`config.mk`:
```
export PLATFORM = sky130hd
export DESIGN_NAME = lcd_spi_sniffer
export DESIGN_NICKNAME = d
export VERILOG_FILES = /design/src/rtl/lcd_spi_sniffer.sv
export SDC_FILE = /design/constraint.sdc
export NUM_CORES = 1
export LEC_CHECK = 0
export ABC_AREA = 1
export CAP_MARGIN = 40
export CORE_MARGIN = 2
export CORE_UTILIZATION = 50
export DETAILED_ROUTE_END_ITERATION = 7
export GPL_TIMING_DRIVEN = 0
export HOLD_SLACK_MARGIN = 0.03
export PLACE_DENSITY = 0.77
export SYNTH_ARGS = -nofsm -noshare
export SYNTH_HDL_FRONTEND = slang
export SYNTH_SLANG_ARGS = --single-unit
```
`constraint.sdc`:
```
create_clock -name clk_in -period 2.5 [get_ports clk_in]
set_input_delay 0.375 -clock clk_in [delete_from_list [all_inputs] [get_ports clk_in]]
set_output_delay 0.375 -clock clk_in [all_outputs]
set_load 0.01 [all_outputs]
```
`src/rtl/lcd_spi_sniffer.sv`:
```
// Receive side of a 3-wire write-only LCD serial link: oversamples SCLK/SDA/DC, rebuilds bytes,
// decodes CASET/RASET/RAMWR and emits addressed RGB565 pixel writes.
module lcd_spi_sniffer #(
  parameter int LCD_W        = 132,
  parameter int LCD_H        = 162,
  parameter int IDLE_TIMEOUT = 64
) (
  input  logic        clk_in,
  input  logic        rst_in,
  input  logic        lcd_clk_in,
  input  logic        lcd_data_in,
  input  logic        lcd_dc_in,
  input  logic        lcd_rst_n_in,
  output logic        byte_valid,
  output logic [7:0]  byte_data,
  output logic        byte_is_data,
  output logic        pix_valid,
  output logic [7:0]  pix_x,
  output logic [7:0]  pix_y,
  output logic [15:0] pix_data,
  output logic        frame_done,
  output logic        sync_err
);

  localparam logic [2:0] ST_CMD    = 3'd0;
  localparam logic [2:0] ST_CASET  = 3'd1;
  localparam logic [2:0] ST_RASET  = 3'd2;
  localparam logic [2:0] ST_RAMWR  = 3'd3;
  localparam logic [2:0] ST_IGNORE = 3'd4;

  localparam logic [15:0] IDLE_LIM = 16'(IDLE_TIMEOUT);
  localparam logic [7:0]  XE_RST   = 8'(LCD_W - 1);
  localparam logic [7:0]  YE_RST   = 8'(LCD_H - 1);

  // Synchronizers; the third SCLK stage exists only for edge detection.
  logic sclk_s1_q, sclk_s2_q, sclk_s3_q;
  logic sda_s1_q, sda_s2_q;
  logic dc_s1_q, dc_s2_q;
  logic rstn_s1_q, rstn_s2_q;

  logic sclk_rise;
  logic panel_rst;

  // Byte receiver state
  logic [6:0]  shift_q, shift_d;
  logic [2:0]  bit_cnt_q, bit_cnt_d;
  logic [15:0] idle_cnt_q, idle_cnt_d;
  logic        byte_valid_q, byte_valid_d;
  logic [7:0]  byte_data_q, byte_data_d;
  logic        byte_is_data_q, byte_is_data_d;
  logic        sync_err_q, sync_err_d;

  // Command decoder state
  logic [2:0]  state_q, state_d;
  logic [2:0]  param_q, param_d;
  logic [7:0]  xs_q, xs_d, xe_q, xe_d, ys_q, ys_d, ye_q, ye_d;
  logic [7:0]  x_q, x_d, y_q, y_d;
  logic        hi_flag_q, hi_flag_d;
  logic [7:0]  hi_byte_q, hi_byte_d;
  logic        pix_valid_q, pix_valid_d;
  logic [7:0]  pix_x_q, pix_x_d, pix_y_q, pix_y_d;
  logic [15:0] pix_data_q, pix_data_d;
  logic        frame_done_q, frame_done_d;

  assign sclk_rise = sclk_s2_q & ~sclk_s3_q;
  assign panel_rst = ~rstn_s2_q;

  // NOTE: sequential state uses non-blocking assignments so every flop samples pre-edge values.
  always_ff @(posedge clk_in) begin
    if (rst_in) begin
      sclk_s1_q <= 1'b0;
      sclk_s2_q <= 1'b0;
      sclk_s3_q <= 1'b0;
      sda_s1_q  <= 1'b0;
      sda_s2_q  <= 1'b0;
      dc_s1_q   <= 1'b0;
      dc_s2_q   <= 1'b0;
      rstn_s1_q <= 1'b1;
      rstn_s2_q <= 1'b1;
    end else begin
      sclk_s1_q <= lcd_clk_in;
      sclk_s2_q <= sclk_s1_q;
      sclk_s3_q <= sclk_s2_q;
      sda_s1_q  <= lcd_data_in;
      sda_s2_q  <= sda_s1_q;
      dc_s1_q   <= lcd_dc_in;
      dc_s2_q   <= dc_s1_q;
      rstn_s1_q <= lcd_rst_n_in;
      rstn_s2_q <= rstn_s1_q;
    end
  end

  // NOTE: every always_comb output gets a default first so no latch is inferred.
  always_comb begin
    shift_d        = shift_q;
    bit_cnt_d      = bit_cnt_q;
    idle_cnt_d     = idle_cnt_q;
    byte_valid_d   = 1'b0;
    byte_data_d    = byte_data_q;
    byte_is_data_d = byte_is_data_q;
    sync_err_d     = 1'b0;

    if (sclk_rise) begin
      idle_cnt_d = '0;
      shift_d    = {shift_q[5:0], sda_s2_q};
      if (bit_cnt_q == 3'd7) begin
        bit_cnt_d      = '0;
        byte_valid_d   = 1'b1;
        byte_data_d    = {shift_q, sda_s2_q};
        byte_is_data_d = dc_s2_q;
      end else begin
        bit_cnt_d = bit_cnt_q + 3'd1;
      end
    end else begin
      if (idle_cnt_q != IDLE_LIM) begin
        idle_cnt_d = idle_cnt_q + 16'd1;
      end
      if ((idle_cnt_q == IDLE_LIM) && (bit_cnt_q != 3'd0)) begin
        bit_cnt_d  = '0;
        sync_err_d = 1'b1;
      end
    end

    if (panel_rst) begin
      bit_cnt_d      = '0;
      byte_valid_d   = 1'b0;
      byte_data_d    = byte_data_q;
      byte_is_data_d = byte_is_data_q;
      sync_err_d     = 1'b0;
    end
  end

  always_ff @(posedge clk_in) begin
    if (rst_in) begin
      shift_q        <= '0;
      bit_cnt_q      <= '0;
      idle_cnt_q     <= '0;
      byte_valid_q   <= 1'b0;
      byte_data_q    <= '0;
      byte_is_data_q <= 1'b0;
      sync_err_q     <= 1'b0;
    end else begin
      shift_q        <= shift_d;
      bit_cnt_q      <= bit_cnt_d;
      idle_cnt_q     <= idle_cnt_d;
      byte_valid_q   <= byte_valid_d;
      byte_data_q    <= byte_data_d;
      byte_is_data_q <= byte_is_data_d;
      sync_err_q     <= sync_err_d;
    end
  end

  // Decoder consumes the registered byte, so pixels trail the low byte's strobe by one cycle.
  always_comb begin
    state_d      = state_q;
    param_d      = param_q;
    xs_d         = xs_q;
    xe_d         = xe_q;
    ys_d         = ys_q;
    ye_d         = ye_q;
    x_d          = x_q;
    y_d          = y_q;
    hi_flag_d    = hi_flag_q;
    hi_byte_d    = hi_byte_q;
    pix_valid_d  = 1'b0;
    pix_x_d      = pix_x_q;
    pix_y_d      = pix_y_q;
    pix_data_d   = pix_data_q;
    frame_done_d = 1'b0;

    if (byte_valid_q) begin
      if (!byte_is_data_q) begin
        param_d = '0;
        case (byte_data_q)
          8'h2A: state_d = ST_CASET;
          8'h2B: state_d = ST_RASET;
          8'h2C: begin
            state_d   = ST_RAMWR;
            x_d       = xs_q;
            y_d       = ys_q;
            hi_flag_d = 1'b1;
          end
          default: state_d = ST_IGNORE;
        endcase
      end else begin
        case (state_q)
          ST_CASET: begin
            if (param_q == 3'd1) xs_d = byte_data_q;
            if (param_q == 3'd3) xe_d = byte_data_q;
            if (param_q != 3'd4) param_d = param_q + 3'd1;
          end
          ST_RASET: begin
            if (param_q == 3'd1) ys_d = byte_data_q;
            if (param_q == 3'd3) ye_d = byte_data_q;
            if (param_q != 3'd4) param_d = param_q + 3'd1;
          end
          ST_RAMWR: begin
            if (hi_flag_q) begin
              hi_byte_d = byte_data_q;
              hi_flag_d = 1'b0;
            end else begin
              pix_valid_d = 1'b1;
              pix_x_d     = x_q;
              pix_y_d     = y_q;
              pix_data_d  = {hi_byte_q, byte_data_q};
              hi_flag_d   = 1'b1;
              // ">=" rather than "==" makes an inverted window wrap on every pixel.
              if (x_q >= xe_q) begin
                x_d = xs_q;
                if (y_q >= ye_q) begin
                  y_d          = ys_q;
                  frame_done_d = 1'b1;
                end else begin
                  y_d = y_q + 8'd1;
                end
              end else begin
                x_d = x_q + 8'd1;
              end
            end
          end
          default: ;
        endcase
      end
    end

    if (panel_rst) begin
      state_d      = ST_CMD;
      param_d      = '0;
      hi_flag_d    = 1'b0;
      xs_d         = '0;
      xe_d         = XE_RST;
      ys_d         = '0;
      ye_d         = YE_RST;
      pix_valid_d  = 1'b0;
      pix_x_d      = pix_x_q;
      pix_y_d      = pix_y_q;
      pix_data_d   = pix_data_q;
      frame_done_d = 1'b0;
    end
  end

  always_ff @(posedge clk_in) begin
    if (rst_in) begin
      state_q      <= ST_CMD;
      param_q      <= '0;
      xs_q         <= '0;
      xe_q         <= XE_RST;
      ys_q         <= '0;
      ye_q         <= YE_RST;
      x_q          <= '0;
      y_q          <= '0;
      hi_flag_q    <= 1'b0;
      hi_byte_q    <= '0;
      pix_valid_q  <= 1'b0;
      pix_x_q      <= '0;
      pix_y_q      <= '0;
      pix_data_q   <= '0;
      frame_done_q <= 1'b0;
    end else begin
      state_q      <= state_d;
      param_q      <= param_d;
      xs_q         <= xs_d;
      xe_q         <= xe_d;
      ys_q         <= ys_d;
      ye_q         <= ye_d;
      x_q          <= x_d;
      y_q          <= y_d;
      hi_flag_q    <= hi_flag_d;
      hi_byte_q    <= hi_byte_d;
      pix_valid_q  <= pix_valid_d;
      pix_x_q      <= pix_x_d;
      pix_y_q      <= pix_y_d;
      pix_data_q   <= pix_data_d;
      frame_done_q <= frame_done_d;
    end
  end

  assign byte_valid   = byte_valid_q;
  assign byte_data    = byte_data_q;
  assign byte_is_data = byte_is_data_q;
  assign sync_err     = sync_err_q;
  assign pix_valid    = pix_valid_q;
  assign pix_x        = pix_x_q;
  assign pix_y        = pix_y_q;
  assign pix_data     = pix_data_q;
  assign frame_done   = frame_done_q;

endmodule

```
==> results_dict.tcl <==
set metrics [dict create \
    multiInputGateArea_um2 2820 \
    ir_worst_vdd_mv 0.522 \
    grt_pass1_wl_um 25700 \
    wl_um 15500 \
    place_area_um2 6940 \
    cts_resized 0 \
    io_buffers 50 \
    nets 907 \
    endpoint "x_q[6]" \
    fin_hold_ws_ps 404 \
    synth_area_um2 6230 \
    status "finished clean" \
    synth_flop_cell "dfxtp_1" \
    reg2reg_depth 12 \
    final_area_um2 7580 \
    syn_avg_cell_area_um2 7.73 \
    fill_cells 1055 \
    rows 40 \
    cts-buffers-inserted 17 \
    seq_power_share 0.448 \
    ys_top_cells_by_count "dfxtp_1 (143), a21oi_1 (104), nand2_1 (100)" \
    synth_edf_count 0 \
    r2r_slack_ps 450 \
    ff_latch_area_um2 2860 \
    synth_cells 805 \
    synth.most_common_cell "dfxtp_1" \
    antenna_left 0 \
    dieArea_um2 13400 \
    p_comb_frac 0.022 \
    fin_crit_sh 0.819 \
    arrival_ps 2330 \
    synth_area_leaders "dfxtp_1 (46%), a21oi_1 (8.4%), o21ai_0 (7.6%), nand2_1 (6.0%), inv_1 (5.7%)" \
    tritoncts "done" \
    min_path_type "reg -> reg" \
    placed_cells 1023 \
    ys_types 41 \
    startpoint "x_q[2]" \
    synth_nets 838 \
    leakage_nw 3.12 \
    fin_crit_ps 2050 \
    vias 5543 \
    cp-start-kind "register" \
    crit_required_ps 2790 \
    die_w_um 116 \
    cap_viol_max_count 0 \
    r2r-start "x_q[2]" \
    start_util 0.516 \
    antenna_found_initial 0 \
    pin_count 51 \
    wl_per_cell_um 14.7 \
    async_flop_share 0 \
    synth_seq_area_share 0.460 \
    max_slew_margin 0.594 \
    synth_top_area_cell "dfxtp_1" \
    worst-path-max-fanout 10 \
    grt_pass1_vias 5316 \
    grt_setup_unrepaired "false" \
    fmax_ghz 0.488 \
    power_mw 5.15 \
    worst_pin_slew_ps 609 \
    gp_congestion 0.892 \
    yosysWarningCount 0 \
    reg2reg_to "x_q[6]" \
    track_usage 0.249 \
    maxSlewViolCount 0 \
    setup_violations 0 \
    antenna_cells 0 \
    hpwl_um 10900 \
    grt_max_degree 17 \
    criticalPathCategory "reg -> reg" \
    instances_no_fill 1054 \
    clk_path_buf_depth 2 \
    power_density_nw_per_um2 679 \
    swShare 0.207 \
    endpoint_kind "register" \
    pwr-share-clk 0.531 \
    route.detailed.drc 0 \
    netlist.area_leader.share 0.460 \
    ys_ff_latch 143 \
    grt-ovfl-total 0 \
    skew_ps 10.7 \
    cts_root_buffer "clkbuf_16" \
    routed_via_density 5.26 \
    drt-initial-drc-count 439 \
    core_area_um2 12100 \
    die_y_um 116 \
    finalSetupTns_ps 0 \
    drive_above_1_share 0.0892 \
    finalHoldViolCount 0 \
    firstDrtPassIters 7 \
    p_switching_mw 1.06 \
    clk_latency_ps 420 \
    area_delta_synth_final_pct 21.8 \
    cts.clk_slew.worst_paths_ps 60 \
    internal_power_mw 4.09 \
    post_cts_buffers 0 \
    h-tree-depth 4 \
    cts_num_sinks 143 \
    cts_hold_buffers 0 \
]
-- layer usage --
metal	wire [um]	up-vias	share of wire	track usage
met4	318	0	0.021	0.0964
met2	7100	181	0.46	0.398
met5	0	-	0	0
met3	930	28	0.060	0.0533
met1	7160	2554	0.46	0.329
li1	-	2780	-	-
-- worst max-delay path: stages, from the launching register on --
cell and delay (ps):
dfxtp_1 510, ha_1 300, nand2_1 80, nor2_1 50, nor2_1 80, nand2_1 50
nand2_1 150, nand3_1 190, buf_2 240, nand3_1 90, nand2_1 50, nor2_1 80
nor2_1 40
-- sequential cells by signal, indices dropped and copies added (netlist names), 3 cells and up --
signal      flops
pix_y           8
ys_q            8
param_q         3
shift_q         7
pix_x           8
ye_q            8
hi_byte_q       8
idle_cnt_q     16
byte_data       8
pix_data       16
xe_q            8
bit_cnt_q       3
x_q             8
state_q         3
y_q             8
xs_q            8
-- cell families after synthesis --
| kind of cell | synth area share |
|---|---|
| simple gates | 0.197 |
| compound gates | 0.182 |
| flops | 0.460 |
| buf+inv | 0.0872 |
| fa+ha+maj | 0.0543 |
| xor+xnor | 0.0197 |
-- how the worst min path moves through the flow --
stage	start	end	slack, ps	depth (start not counted)
6_report	sclk_s1_q	sclk_s2_q	400	2
5_1_grt	rstn_s1_q	rstn_s2_q	430	1
4_1_cts	sclk_s1_q	sclk_s2_q	410	2
3_5_place_dp	dc_s1_q	dc_s2_q	400	2
3_3_place_gp	sclk_s1_q	sclk_s2_q	390	2
2_1_floorplan	dc_s1_q	dc_s2_q	390	2
-- placed cells by master (no fill, tap or decap), types with 8 or more instances in the layout --
cell type          n
xor2_1            13
nand3_1           30
clkdlybuf4s50_1   50
clkbuf_1          15
o21ai_0           95
ha_1              27
nand4_1           14
clkbuf_16         17
dfxtp_1          143
nor3_1             8
nand2_1          100
a21oi_1          104
buf_2             10
inv_2              8
inv_1             94
nor2_1            93
-- power groups by stage --
stage | logic [mW] | registers, mW | clock network, mW
detailed placement | 0.108 | 2.36 | 0
finish | 0.111 | 2.31 | 2.73
global placement | 0.107 | 2.36 | 0
CTS | 0.110 | 2.31 | 2.75
global route | 0.125 | 2.31 | 2.85
floorplan | 0.0691 | 2.35 | 0
-- metrics by stage --
step | setup slack [ps] | util
finish | 453 | 0.629
global route | 198 | 0.629
CTS | 472 | 0.629
detailed placement | 339 | 0.575
global placement | 381 | 0.575
floorplan | 782 | -
-- area by class of cell --
type | instances | share of cell area
buffer | 31 | 0.0200
clock buffer | 20 | 0.0616
clock inverter | 11 | 0.0236
tap | 168 | 0.0277
inverter | 104 | 0.0517
timing repair buffer | 50 | 0.0660
sequential | 143 | 0.378
multi-input combinational | 527 | 0.372
Power figures use the tool's default switching activity.
